`config.mk`:
```
export PLATFORM = sky130hd
export DESIGN_NAME = fpu_div_seq
export DESIGN_NICKNAME = d
export VERILOG_FILES = /design/src/rtl/fpu_package.sv /design/src/rtl/fpu_div_step.sv /design/src/rtl/fpu_div_seq.sv
export SDC_FILE = /design/constraint.sdc
export NUM_CORES = 1
export LEC_CHECK = 0
export BUFFER_PORTS_ARGS = -buffer_cell sky130_fd_sc_hd__buf_2
export CORE_UTILIZATION = 40
export DETAILED_ROUTE_END_ITERATION = 8
export PLACE_DENSITY = 0.64
export SLEW_MARGIN = 20
export SYNTH_ARGS = -nofsm -noshare
export SYNTH_HDL_FRONTEND = slang
export SYNTH_HIERARCHICAL = 1
export SYNTH_SLANG_ARGS = --single-unit
```
`constraint.sdc`:
```
create_clock -name clk -period 5.53 [get_ports clk]
set_input_delay 0.2765 -clock clk [delete_from_list [all_inputs] [get_ports clk]]
set_output_delay 0.2765 -clock clk [all_outputs]
set_load 0.1 [all_outputs]
```
`src/rtl/fpu_package.sv`:
```
// Shared fixed-point unit definitions: operand widths and divider state/iteration constants.
package fpu_package;

  parameter int INPUT_WIDTH  = 32;
  parameter int OUTPUT_WIDTH = 40;

  typedef enum logic [1:0] {DIV_IDLE, DIV_CALC, DIV_DONE} div_state_t;

  parameter int DIV_ITER  = INPUT_WIDTH;
  parameter int DIV_CNT_W = $clog2(DIV_ITER) + 1;

endpackage

```
`src/rtl/fpu_div_step.sv`:
```
// One restoring-division iteration: trial-subtract the divisor from {partial remainder, next bit}.
module fpu_div_step #(
  parameter int WIDTH = 32
) (
  input  logic [WIDTH:0]   trial,
  input  logic [WIDTH-1:0] divisor,
  output logic [WIDTH-1:0] rem_out,
  output logic             q_bit
);

  logic [WIDTH:0] diff;

  // Partial remainder is always below the divisor, so diff MSB is a pure borrow flag.
  always_comb begin
    diff    = trial - {1'b0, divisor};
    q_bit   = ~diff[WIDTH];
    rem_out = q_bit ? diff[WIDTH-1:0] : trial[WIDTH-1:0];
  end

endmodule

```
`src/rtl/fpu_div_seq.sv`:
```
// Sequential radix-2 restoring divider: one quotient bit per cycle, sign handling on magnitudes.
module fpu_div_seq #(
  parameter int INPUT_WIDTH  = fpu_package::INPUT_WIDTH,
  parameter int OUTPUT_WIDTH = fpu_package::OUTPUT_WIDTH
) (
  input  logic                    clk,
  input  logic                    rst,
  input  logic                    in_valid,
  output logic                    in_ready,
  input  logic [INPUT_WIDTH-1:0]  dividend,
  input  logic [INPUT_WIDTH-1:0]  divisor,
  input  logic                    is_signed,
  output logic                    out_valid,
  input  logic                    out_ready,
  output logic [OUTPUT_WIDTH-1:0] quotient,
  output logic [INPUT_WIDTH-1:0]  remainder,
  output logic                    div_by_zero
);
  import fpu_package::*;

  localparam int W     = INPUT_WIDTH;
  localparam int OW    = OUTPUT_WIDTH;
  localparam int CNT_W = $clog2(W) + 1;

  div_state_t      state_q, state_d;
  logic [CNT_W-1:0] cnt_q, cnt_d;
  logic [W-1:0]    rem_q, rem_d;
  logic [W-1:0]    dvd_q, dvd_d;
  logic [W-1:0]    dvs_q, dvs_d;
  logic            neg_q_q, neg_q_d;
  logic            neg_r_q, neg_r_d;
  logic            in_ready_q, in_ready_d;
  logic            out_valid_q, out_valid_d;
  logic [OW-1:0]   quotient_q, quotient_d;
  logic [W-1:0]    remainder_q, remainder_d;
  logic            dbz_q, dbz_d;

  logic            a_neg, b_neg;
  logic [W-1:0]    dvd_mag, dvs_mag;
  logic [W-1:0]    step_rem;
  logic            step_q;
  logic [W-1:0]    q_mag;
  logic [OW-1:0]   q_ext;

  fpu_div_step #(.WIDTH(W)) u_step (
    .trial   ({rem_q, dvd_q[W-1]}),
    .divisor (dvs_q),
    .rem_out (step_rem),
    .q_bit   (step_q)
  );

  always_comb begin
    a_neg   = is_signed & dividend[W-1];
    b_neg   = is_signed & divisor[W-1];
    dvd_mag = a_neg ? -dividend : dividend;
    dvs_mag = b_neg ? -divisor : divisor;
    // The dividend register doubles as the quotient shift register.
    q_mag   = {dvd_q[W-2:0], step_q};
    q_ext   = OW'(q_mag);
  end

  always_comb begin
    state_d     = state_q;
    cnt_d       = cnt_q;
    rem_d       = rem_q;
    dvd_d       = dvd_q;
    dvs_d       = dvs_q;
    neg_q_d     = neg_q_q;
    neg_r_d     = neg_r_q;
    in_ready_d  = in_ready_q;
    out_valid_d = out_valid_q;
    quotient_d  = quotient_q;
    remainder_d = remainder_q;
    dbz_d       = dbz_q;
    case (state_q)
      DIV_IDLE: begin
        if (in_valid) begin
          neg_q_d    = a_neg ^ b_neg;
          neg_r_d    = a_neg;
          dvd_d      = dvd_mag;
          dvs_d      = dvs_mag;
          rem_d      = '0;
          cnt_d      = '0;
          in_ready_d = 1'b0;
          if (divisor == '0) begin
            state_d     = DIV_DONE;
            out_valid_d = 1'b1;
            quotient_d  = '1;
            remainder_d = dividend;
            dbz_d       = 1'b1;
          end else begin
            state_d = DIV_CALC;
          end
        end
      end
      DIV_CALC: begin
        rem_d = step_rem;
        dvd_d = q_mag;
        cnt_d = cnt_q + 1'b1;
        if (cnt_q == CNT_W'(W - 1)) begin
          state_d     = DIV_DONE;
          out_valid_d = 1'b1;
          quotient_d  = neg_q_q ? -q_ext : q_ext;
          remainder_d = neg_r_q ? -step_rem : step_rem;
          dbz_d       = 1'b0;
        end
      end
      DIV_DONE: begin
        if (out_ready) begin
          state_d     = DIV_IDLE;
          out_valid_d = 1'b0;
          in_ready_d  = 1'b1;
          cnt_d       = '0;
        end
      end
      default: begin
        state_d     = DIV_IDLE;
        out_valid_d = 1'b0;
        in_ready_d  = 1'b1;
        cnt_d       = '0;
      end
    endcase
  end

  always_ff @(posedge clk) begin
    if (rst) begin
      state_q     <= DIV_IDLE;
      cnt_q       <= '0;
      rem_q       <= '0;
      dvd_q       <= '0;
      dvs_q       <= '0;
      neg_q_q     <= 1'b0;
      neg_r_q     <= 1'b0;
      in_ready_q  <= 1'b1;
      out_valid_q <= 1'b0;
      quotient_q  <= '0;
      remainder_q <= '0;
      dbz_q       <= 1'b0;
    end else begin
      state_q     <= state_d;
      cnt_q       <= cnt_d;
      rem_q       <= rem_d;
      dvd_q       <= dvd_d;
      dvs_q       <= dvs_d;
      neg_q_q     <= neg_q_d;
      neg_r_q     <= neg_r_d;
      in_ready_q  <= in_ready_d;
      out_valid_q <= out_valid_d;
      quotient_q  <= quotient_d;
      remainder_q <= remainder_d;
      dbz_q       <= dbz_d;
    end
  end

  assign in_ready    = in_ready_q;
  assign out_valid   = out_valid_q;
  assign quotient    = quotient_q;
  assign remainder   = remainder_q;
  assign div_by_zero = dbz_q;

endmodule

```
Yosys cells after proc, flatten, opt, wreduce, memory -nomap -nowiden
Cells that the tools add are included.
Widths: inputs -> output; s select.
- register bits: 181
- output and inout port bits: 75
- $add $sub $neg: 6
- equal/unequal tests: 7
- multiplexer cells: 35
- bitwise logic cells: 5
- reduce and logical (&&, ||, !) cells: 10
- operator list (kind ; number):
    $mux 32 ; 9
    $pmux 32 s2 ; 3
    $mux 40 ; 4
    $neg 32->32 ; 3
    $pmux 40 s2 ; 1
    $neg 32->40 ; 1
    $sub 33x32->33 ; 1
    $logic_not 32->1 ; 1
    $pmux 6 s3 ; 1
    $mux 6 ; 2
    $mux 2 ; 4
    $ne 2x2->1 const B ; 4
    $reduce_and 4->1 ; 2
    $mux 1 ; 7
    $add 6x1->6 const B ; 1
    $eq 6x5->1 const B ; 1
    $pmux 1 s3 ; 2
    $pmux 2 s3 ; 1
    $reduce_and 2->1 ; 3
    $reduce_and 3->1 ; 2
    $and 1x1->1 ; 2
    $eq 2x1->1 const B ; 1
    $eq 2x2->1 const B ; 1
    $logic_not 2->1 ; 1
    4 further kinds ; 5

Depth between registers and ports, before layout
- word-level depth: 6
- mapped depth: 23

Hierarchy
The synthesis kept the hierarchy.
- by module, submodules not included (module ; times used ; cells each ; area each (um2)):
    fpu_div_seq ; 1 ; 1197 ; 9524.1
    fpu_div_step ; 1 ; 305 ; 2358.5

Least setup slack after synthesis
OpenSTA, ideal clock, no wires.
- path type: register to register
- start point: reg dvd_q[31]
- end point: reg remainder_q[21] (netlist: remainder[21])
- setup time: 70 ps
- data arrival time: 4939 ps
- data required time: 5460 ps
- slack: 521 ps
- stages on the path, launching flop included: 23
- buffers on the path: 3
- period minus slack after synthesis: 5009 ps
- path through: dfxtp_1 inv_1 ha_1 fa_1 and2b_1 o2111ai_2 a21oi_2 o2111ai_1 a211oi_2 nor2_4 mux2i_4 and2_4 buf_12 inv_8 mux2_2 or4_1 clkbuf_1 or2_2 clkbuf_1 o41ai_1 xor2_1 a211o_1 a21oi_1
- word-level cells in the longest chain between the ends: 6
- ends and longest elaborated chain (element ; line ; RTL):
    start, declared ; fpu_div_seq.sv:28 ; logic [W-1:0] dvd_q, dvd_d;
    start signal, assigned ; fpu_div_seq.sv:143 ; dvd_q <= dvd_d;
    $sub 33x32->33 ; fpu_div_step.sv:15 ; diff = trial - {1'b0, divisor};
    $mux 32 ; fpu_div_step.sv:17 ; rem_out = q_bit ? diff[WIDTH-1:0] : trial[WIDTH-1:0];
    net step_rem[3] ; fpu_div_seq.sv:40 ; logic [W-1:0] step_rem;
    $neg 32->32 ; fpu_div_seq.sv:104 ; remainder_d = neg_r_q ? -step_rem : step_rem;
    $mux 32 ; fpu_div_seq.sv:104 ;
    $mux 32 ; fpu_div_seq.sv:100 ; if (cnt_q == CNT_W'(W - 1)) begin
    $pmux 32 s2 ; fpu_div_seq.sv:75 ; case (state_q)
    end signal, assigned ; fpu_div_seq.sv:150 ; remainder_q <= remainder_d;
    end, declared ; fpu_div_seq.sv:35 ; logic [W-1:0] remainder_q, remainder_d;
The timed path passes the listed nets, and every way through them passes these cells. The select of a mux whose other input is x is not followed.
A chain may end at the register's enable or synchronous reset.

Final worst setup path
Ends and elaborated chain as after synthesis.

==> results.json <==
{
  "status": "complete, no violations",
  "drt_drc_violations_left": 0,
  "grt_pass1_wl_um": 57240,
  "synth_cell_types": 87,
  "fillers": 2950,
  "slew_viol_final": 0,
  "rows": 62,
  "p_total_uw": 5109,
  "gp_congestion": 0.9230,
  "pre_cts_ws_ns": 0.2860,
  "fin_crit_sh": 0.9496,
  "final_nets": 1683,
  "p_leak_uw": 0.005233,
  "fp.dieW_um": 174.4,
  "cts_root_buf": "clkbuf_16",
  "max_slew.worst_pin.slew_ns": 1.093,
  "drt-initial-drc-count": 971,
  "drive_above_1_share": 0.1712,
  "yosysWarningCount": 6,
  "cts_tree": "built",
  "wirelength_um": 36270,
  "grt_pass1_vias": 10466,
  "fp.dieH_um": 174.4,
  "path_class": "reg -> reg",
  "cts_buffers": 17,
  "finalSetupTns_ns": 0,
  "core_um2": 28940,
  "synth_top_area_share": 0.3049,
  "h-tree-depth": 4,
  "hold_path_class": "in -> reg",
  "synthFlopType": "dfxtp_1",
  "final_hold_viol_count": 0,
  "arrival_ns": 5.62,
  "drt-vias-per-instance": 5.821,
  "power_per_cell_area_nw_per_um2": 381.4,
  "r2r-start": "dvd_q[31]",
  "fin_crit_ns": 5.251,
  "clock_skew_ns": 0.01255,
  "wl_per_cell_um": 18.37,
  "cts_hold_buf": 0,
  "fp.dieArea_um2": 30400,
  "min_from": "divisor[30]",
  "layout_commonest_cell": "dfxtp_1",
  "ir_drop_mv": 0.2585,
  "crit_start": "dvd_q[31]",
  "start_util": 0.4107,
  "ys_top_cells_by_area": "dfxtp_1, a21oi_1, xor2_1",
  "vias": 11491,
  "layout_setup_ws_ns": 0.2786,
  "overflow": 0,
  "synth_edf_count": 0,
  "dp_hpwl_um": 26800,
  "cts.sinks": 181,
  "drt_first_pass_iters": 6,
  "clk_path_buf_depth": 2,
  "fmax_ghz": 0.1904,
  "critPathMaxFanout": 27,
  "layout_common_cells": "dfxtp_1, nor2_1, nand2_1, buf_2, a21oi_1",
  "grt_usage": 0.2354,
  "postCtsSetupRepairBufs": 0,
  "antenna_found_initial": 3,
  "detail-route-antenna-nets": 0,
  "startpoint_type": "flip-flop",
  "clkSlewWorstSetupHoldPaths_ns": 0.08,
  "slew_headroom": 0.2690,
  "async_reset_ff_frac": 0,
  "setup_violations": 0,
  "syn2layout_area_growth_pct": 12.74,
  "endpoint_kind": "flip-flop",
  "clkLatencyLatePin_ns": 0.45,
  "synth_nets": 1609,
  "avgSynthCellArea_um2": 7.911,
  "syn_inst": 1502,
  "worstPathRequired_ns": 5.90,
  "port_buffers": 143,
  "io_pins": 144,
  "grt_max_degree": 58,
  "rsz0062_at_grt": "false",
  "ys_seq_elements": 181,
  "drv_cap": 0,
  "syn_area_um2": 11880,
  "ys_seq_area_frac": 0.3049,
  "synth_top_cell_by_area": "dfxtp_1"
}
==> synthesized netlist by cell type, drive strengths merged, types with 19 or more instances <==
| master | n |
|---|---|
| dfxtp | 181 |
| nor2 | 150 |
| nand2 | 147 |
| a21oi | 136 |
| clkbuf | 84 |
| xor2 | 72 |
| o21ai | 62 |
| xnor2 | 62 |
| nand3 | 56 |
| inv | 48 |
| a211oi | 43 |
| ha | 37 |
| o31ai | 31 |
| nor3 | 30 |
| buf | 26 |
| o41ai | 26 |
| mux2 | 24 |
| or3 | 24 |
| nor4 | 20 |
| o211ai | 20 |
| a21o | 19 |
==> worst paths after layout <==
| path | slack, ns | endpoint | cells past startpoint |
|---|---|---|---|
| min | 0.14 | dvs_q[30] | 3 |
| max reg2reg | 0.28 | remainder[21] | 19 |
| max | 0.28 | remainder[21] | 19 |
| min reg2reg | 0.45 | remainder[2] | 2 |
==> cell type report <==
type,instances,area (um2),share of cell area
antenna,1,2.502,0.0001868
clock buffer,17,425.4,0.03175
clock inverter,15,162.7,0.01214
inverter,48,206.4,0.01541
multi-input combinational,1161,7572,0.5652
sequential,181,3623,0.2705
tap,384,480.5,0.03586
timing repair buffer,167,923.4,0.06893
==> power breakdown <==
| part | switching (uW) | leakage [uW] | internal (uW) |
|---|---|---|---|
| clock | 619 | 0.000285 | 608 |
| combinational | 1470 | 0.00348 | 935 |
| sequential | 96.3 | 0.00147 | 1390 |
| total | 2180 | 0.00523 | 2930 |
==> cells by family after synthesis <==
family / after synthesis / synth area share
XOR/XNOR: 134 / 0.09877
AO/OA/AOI/OAI: 451 / 0.2588
flip-flops: 181 / 0.3049
AND/OR/NAND/NOR: 507 / 0.2008
buffers and inverters: 160 / 0.06034
adder cells (fa/ha/maj): 38 / 0.04064
multiplexers: 31 / 0.03569
==> timing repair <==
item                                    CTS  global route
endpoints found under the setup margin    0             4
gates resized for setup                   0             3
hold endpoints to repair                  0             0
==> routing by layer <==
metal,global-route usage,vias up,part of all wire
met5,0,-,0.00036
met3,0.03412,43,0.061
met2,0.3772,423,0.45
met4,0.07675,2,0.024
li1,-,5603,-
met1,0.3227,5420,0.46
==> stage by stage <==
step,area (um2),hold WS [ns],cells,utilization
after floorplan,11880,0.4125,1502,-
after global placement,12780,0.4378,1941,0.4418
after detailed placement,12780,0.4417,1941,0.4418
after CTS,13370,0.1332,1973,0.4621
after global routing,13390,0.1479,1973,0.4629
final,13400,0.1442,1974,0.4630
==> worst max-delay path: stages (launching register included) <==
cell,delay (ns)
dfxtp_1,0.35
inv_1,0.06
ha_1,0.22
fa_1,0.40
and2b_1,0.25
o2111ai_2,0.15
a21oi_2,0.23
o2111ai_1,0.19
a211oi_2,0.32
nor2_4,0.10
mux2i_4,0.18
and2_4,0.29
clkinv_16,0.17
mux2_2,0.35
or4_1,0.54
or2_2,0.40
o41ai_1,0.40
xor2_1,0.12
a211o_1,0.30
a21oi_1,0.16
==> sequential cells by signal, summed over array words and instances, names as in the netlist <==
| name | flops |
|---|---|
| cnt_q | 6 |
| div_by_zero | 1 |
| dvd_q | 32 |
| dvs_q | 32 |
| in_ready | 1 |
| neg_q_q | 1 |
| neg_r_q | 1 |
| out_valid | 1 |
| quotient | 40 |
| rem_q | 32 |
| remainder | 32 |
| state_q | 2 |
(Power assumes the default switching activity.)
